<file path="config.mk">
export PLATFORM = sky130hd
export DESIGN_NAME = stopwatch_lap_ctrl
export DESIGN_NICKNAME = d
export VERILOG_FILES = /design/src/rtl/stopwatch_pkg.sv /design/src/rtl/stopwatch_lap_ctrl_lap_fifo.sv /design/src/rtl/stopwatch_lap_ctrl.sv
export SDC_FILE = /design/constraint.sdc
export NUM_CORES = 1
export LEC_CHECK = 0
export BUFFER_PORTS_ARGS = -buffer_cell sky130_fd_sc_hd__buf_2
export CAP_MARGIN = 20
export CORE_MARGIN = 1.5
export CORE_UTILIZATION = 40
export DETAILED_ROUTE_END_ITERATION = 12
export SYNTH_ARGS = -nofsm -noshare
export SYNTH_HDL_FRONTEND = slang
export SYNTH_SLANG_ARGS = --single-unit
</file>
<file path="constraint.sdc">
create_clock -name clk -period 2.65 [get_ports clk]
set_input_delay 0 -clock clk [delete_from_list [all_inputs] [get_ports clk]]
set_output_delay 0 -clock clk [all_outputs]
set_load 0.01 [all_outputs]
</file>
<file path="src/rtl/stopwatch_pkg.sv">
// Shared stopwatch types: status encodings, time field widths and the lap record.
package stopwatch_pkg;

    localparam int MIN_W = 8;
    localparam int SEC_W = 6;
    localparam int LAP_W = MIN_W + SEC_W;

    typedef enum logic [1:0] {
        ST_IDLE  = 2'b00,
        ST_RUN   = 2'b01,
        ST_PAUSE = 2'b10
    } status_t;

    function automatic logic [LAP_W-1:0] pack_lap(
        input logic [MIN_W-1:0] m,
        input logic [SEC_W-1:0] s
    );
        return {m, s};
    endfunction

endpackage

</file>
<file path="src/rtl/stopwatch_lap_ctrl_lap_fifo.sv">
// Synchronous lap FIFO with flush, sticky overflow and a registered head word.
module lap_fifo #(
    parameter int W     = 14,
    parameter int DEPTH = 4
) (
    input  logic                     clk,
    input  logic                     rst,
    input  logic                     flush,
    input  logic                     push,
    input  logic                     pop,
    input  logic [W-1:0]             din,
    output logic [W-1:0]             dout,
    output logic                     valid,
    output logic [$clog2(DEPTH):0]   count,
    output logic                     ovf
);

    localparam int AW = $clog2(DEPTH);

    logic [W-1:0]  mem [DEPTH];
    logic [AW-1:0] wr_ptr;
    logic [AW-1:0] rd_ptr;
    logic [AW-1:0] rd_ptr_n;
    logic [AW:0]   cnt_n;
    logic [W-1:0]  head_n;
    logic          full;
    logic          pop_ok;
    logic          push_ok;

    assign valid   = (count != '0);
    assign full    = (count == (AW+1)'(DEPTH));
    assign pop_ok  = pop && valid;
    assign push_ok = push && (!full || pop_ok);

    // The new word becomes the head when it lands where the read pointer goes.
    always_comb begin
        rd_ptr_n = rd_ptr + AW'(pop_ok);
        cnt_n    = count + (AW+1)'(push_ok) - (AW+1)'(pop_ok);
        head_n   = '0;
        if (cnt_n != '0) begin
            if (push_ok && (rd_ptr_n == wr_ptr)) begin
                head_n = din;
            end else begin
                head_n = mem[rd_ptr_n];
            end
        end
    end

    always_ff @(posedge clk) begin
        if (push_ok) begin
            mem[wr_ptr] <= din;
        end
    end

    always_ff @(posedge clk) begin
        if (rst || flush) begin
            wr_ptr <= '0;
            rd_ptr <= '0;
            count  <= '0;
            dout   <= '0;
            ovf    <= 1'b0;
        end else begin
            wr_ptr <= wr_ptr + AW'(push_ok);
            rd_ptr <= rd_ptr_n;
            count  <= cnt_n;
            dout   <= head_n;
            if (push && !push_ok) begin
                ovf <= 1'b1;
            end
        end
    end

endmodule

</file>
<file path="src/rtl/stopwatch_lap_ctrl.sv">
// Stopwatch control FSM, prescaler and lap capture.
// Lap buffer is present only when STOPWATCH_LAP_EN is defined.
module stopwatch_lap_ctrl
    import stopwatch_pkg::*;
#(
    parameter int TICK_DIV  = 100000000,
    parameter int LAP_DEPTH = 4
) (
    input  logic                           clk,
    input  logic                           rst,
    input  logic                           start,
    input  logic                           stop,
    input  logic                           reset,
    input  logic                           lap,
    input  logic [MIN_W-1:0]               minutes,
    input  logic [SEC_W-1:0]               seconds,
    output logic                           tick_en,
    output logic                           clr,
    output logic [1:0]                     status,
    output logic                           lap_valid,
    input  logic                           lap_ready,
    output logic [MIN_W-1:0]               lap_min,
    output logic [SEC_W-1:0]               lap_sec,
    output logic [$clog2(LAP_DEPTH):0]     lap_count,
    output logic                           lap_ovf
);

    localparam int PW = $clog2(TICK_DIV);
    localparam logic [PW-1:0] PMAX = PW'(TICK_DIV - 1);

    status_t       state;
    status_t       state_n;
    logic [PW-1:0] presc;
    logic [PW-1:0] presc_n;
    logic          tick_n;

    // Every running cycle consumes one prescaler count, including the stop cycle.
    always_comb begin
        state_n = state;
        presc_n = presc;
        if (state == ST_RUN) begin
            presc_n = (presc == PMAX) ? '0 : presc + PW'(1);
        end
        if (reset) begin
            state_n = ST_IDLE;
            presc_n = '0;
        end else if (stop && (state == ST_RUN)) begin
            state_n = ST_PAUSE;
        end else if (start && (state != ST_RUN)) begin
            state_n = ST_RUN;
        end
        tick_n = (state_n == ST_RUN) && (presc_n == PMAX);
    end

    always_ff @(posedge clk) begin
        if (rst) begin
            state   <= ST_IDLE;
            presc   <= '0;
            tick_en <= 1'b0;
            clr     <= 1'b0;
        end else begin
            state   <= state_n;
            presc   <= presc_n;
            tick_en <= tick_n;
            clr     <= reset;
        end
    end

    assign status = state;

`ifdef STOPWATCH_LAP_EN
    logic             push;
    logic [LAP_W-1:0] lap_data;

    assign push = lap && (state != ST_IDLE) && !reset;

    lap_fifo #(
        .W     (LAP_W),
        .DEPTH (LAP_DEPTH)
    ) u_lap_fifo (
        .clk   (clk),
        .rst   (rst),
        .flush (reset),
        .push  (push),
        .pop   (lap_ready),
        .din   (pack_lap(minutes, seconds)),
        .dout  (lap_data),
        .valid (lap_valid),
        .count (lap_count),
        .ovf   (lap_ovf)
    );

    assign lap_min = lap_data[LAP_W-1:SEC_W];
    assign lap_sec = lap_data[SEC_W-1:0];
`else
    logic unused_lap;

    assign unused_lap = ^{lap, lap_ready, minutes, seconds};
    assign lap_valid  = 1'b0;
    assign lap_count  = '0;
    assign lap_ovf    = 1'b0;
    assign lap_min    = '0;
    assign lap_sec    = '0;
`endif

endmodule

</file>
==> metrics.md <==
| Metric | Value |
|---|---|
| Status | finished, final reports clean |
| Clock skew | 0.00459 ns |
| Critical-path cell list | ha_1, nand3b_1, xor2_1, nor4_1, o2111ai_1, a2111o_1, nor3_2 |
| Post-layout minimum cycle time | 2.34 ns |
| Clk sink count | 31 |
| Dpl ws | 0.319 ns |
| IO Port Bufs | 8 |
| Drt drc | 0 |
| Clk Latency, worst-skew pair | 0.29 ns |
| Hold WC Path Type | in2reg |
| Max Cap Viol | 0 |
| Syn avg cell area | 8.35 µm² |
| Worst EP arrival | 2.56 ns |
| Max FO, Critical Path | 11 |
| Total power | 1.00 mW |
| DRT Pass-1 Iters | 4 |
| Slew Limit Fails | 0 |
| FFs w/ async S/R, synth | 0% |
| N_diodes | 0 |
| # rows | 25 |
| Final setup violation count | 0 |
| Ys Warns | 0 |
| Vias in the first global route | 1,503 |
| Worst endpoint required time | 2.87 ns |
| Post-synth top flop | dfxtp_1 |
| Synth cell types | 52 |
| Max Clk Rate | 427 MHz |
| Initial antenna violation count | 0 |
| Post-synthesis simple-gate area fraction | 36.5% |
| Crit Path Class | reg2reg |
| Synth top cells by count | dfxtp_1, nor2_1, buf_4 |
| DR vias/cell | 5.22 |
| Area contributors post-synth | dfxtp_1, buf_4, nor2_1 |
| Worst VDD drop | 0.000269 V |
| Core area | 0.00479 mm² |
| Htree depth | 2 |
| Initial Util | 41.9% |
| Largest net degree at the start of global routing | 22 |
| CTS tree | done |
| Complex-gate fraction of the synthesized area | 9.87% |
| Synth Instances | 240 |
| Pwr dens | 462 mW/mm² |
| Yosys reg bits | 31 |
| # fillers | 467 |
| Post-DP Area | 0.00203 mm² |
| CP max-delay cell | ha_1 |
| Critical path buffers and inverters | 0 |
| Main combinational cell family by area after synthesis | simple AND/OR/NAND/NOR gates |
| CTS Buf Count | 5 |
| Max incr delay on CP | 0.49 ns |
| Fin crit share | 88.3% |
| Hpwl dp | 3130 µm |
| Final instance area | 0.00217 mm² |
| Final net count | 271 |
| WHS | 0.0235 ns |
| PnR worst setup slack | 0.309 ns |
| Wire per inst | 13.5 µm |
| Die area | 0.00544 mm² |
| P&R area growth vs syn | 8.24% |
| RSZ-0062 raised after global routing | false |
| Share of post-route cells with drive strength above 1 | 12.4% |
| Yosys top cell by area | dfxtp_1 |
| Grt ovf | 0 |
| Die height | 73.8 µm |
| Seq/Total Area, Yosys | 31.0% |
| CP delay by family, top | simple AND/OR/NAND/NOR gates |
| CTS max path bufs | 2 |
| Die W | 73.8 µm |
| Antenna-violating nets left | 0 |
| DR iter-0 viols | 73 |
| Lkg Pwr | 0.761 nW |
| Synth Area in XOR/XNOR | 9.18% |
| Yosys top cell area share | 31.0% |
| I/O pin cnt | 44 |
| Setup crit end kind | flip-flop |
| Fin. Hold Viols | 0 |
| Post-synth EDFFs | 0 |
| Root Buffer | clkbuf_8 |
| Total GRT Usage | 17.8% |
| Routed vias | 1,656 |
| Final GP Congestion | 0.845 |
| Setup_tns | 0 ns |
| Synth Area in Adders | 0.625% |
| Clock-pin slew on the worst setup and hold paths | 0.07 ns |
| Detailed-route wire length | 4270 µm |
| Crit path launch type | flip-flop |
| Count leader, synth | dfxtp_1 |
| Proportion of synthesized area in mux cells | 0.999% |
| First-pass GRT wire length | 7240 µm |
| Synthesized cell area | 0.00200 mm² |
==> repair_timing <==
action,4_1_cts,5_1_grt
endpoints found under the setup margin,0,0
endpoints found under the hold margin,3,0
buffers inserted,0,0
hold buffers,2,0
gates resized for setup,0,0
==> logic make-up (layout without fill, tap and decap cells) <==
kind of cell               count (synthesis)  after routing
and+or+nand+nor                          118            118
buffers and inverters                     36             28
DFF                                       31             31
AOI/OAI and AO/OA                         30             30
xor gates and xnor gates                  21             21
muxes                                      2              2
adders and majority gates                  1              1
other                                      1             19
==> worst paths after layout <==
kind	start	to	slack (ns)	cells past startpoint
worst min-delay path	start	status[0]	0.02	3
worst min register to register	presc[23]	presc[23]	0.53	2
worst max-delay path	presc[0]	tick_en	0.31	7
worst max register to register	presc[0]	tick_en	0.31	7
==> registers in the layout, summed over array words and instances (netlist names) <==
name / flops
status: 2
presc: 27
clr: 1
tick_en: 1
==> final cells by class <==
| cell class | instances | area, µm² | area share (%) |
|---|---|---|---|
| inverters | 5 | 18.8 | 0.866 |
| repair buffers | 15 | 110 | 5.08 |
| clock inverters | 2 | 35.0 | 1.62 |
| flip-flops and latches | 31 | 621 | 28.6 |
| well taps | 67 | 83.8 | 3.87 |
| multi-input cells | 191 | 1220 | 56.1 |
| clock buffers | 6 | 82.6 | 3.81 |
==> power by group <==
part,switching (mW),internal (mW)
clock,0.185,0.304
sequential,0.00264,0.468
combinational,0.0283,0.0132
total,0.216,0.785
==> tightest hold or removal path, delay by kind of cell <==
| family | cells | cell delay (ns) |
|---|---|---|
| and+or+nand+nor | 2 | 0.16 |
| buffers and inverters | 1 | 0.10 |
==> cell usage in the layout, fill, tap and decap left out, types with 2 or more instances in the layout <==
cell	synthesis	final
a21oi_1	10	10
a22oi_1	2	2
a31oi_1	3	3
a41o_1	2	2
and2_1	5	5
and3_1	2	2
and4_1	5	5
and4b_1	2	2
buf_2	8	8
buf_4	21	4
clkbuf_8	0	6
conb_1	1	19
dfxtp_1	31	31
dlygate4sd3_1	0	2
inv_1	5	5
mux2i_1	2	2
nand2_1	18	18
nand3_1	9	9
nand3b_1	4	4
nand4_1	7	7
nand4_4	2	2
nand4b_1	3	3
nor2_1	30	30
nor2b_1	5	5
nor3_1	5	5
nor4_1	3	3
nor4_2	2	2
o21ai_0	5	5
o31ai_1	2	2
or3_1	2	2
or4_1	2	2
xnor2_1	11	11
xor2_1	10	10
==> per-stage QoR <==
stage / instances / utilization (%)
final: 317 / 45.3
after global routing: 317 / 45.3
after CTS: 317 / 45.3
after detailed placement: 307 / 42.4
after global placement: 307 / 42.4
after floorplan: 258 / -
==> metal layers <==
metal / vias up / share of wire [%] / track usage [%]
met1: 766 / 48 / 24.2
li1: 829 / - / -
met3: 9 / 5.3 / 4.39
met4: 0 / 2.3 / 10.1
met5: - / 0 / 0
met2: 52 / 45 / 25.4
(Power assumes the default switching activity.)
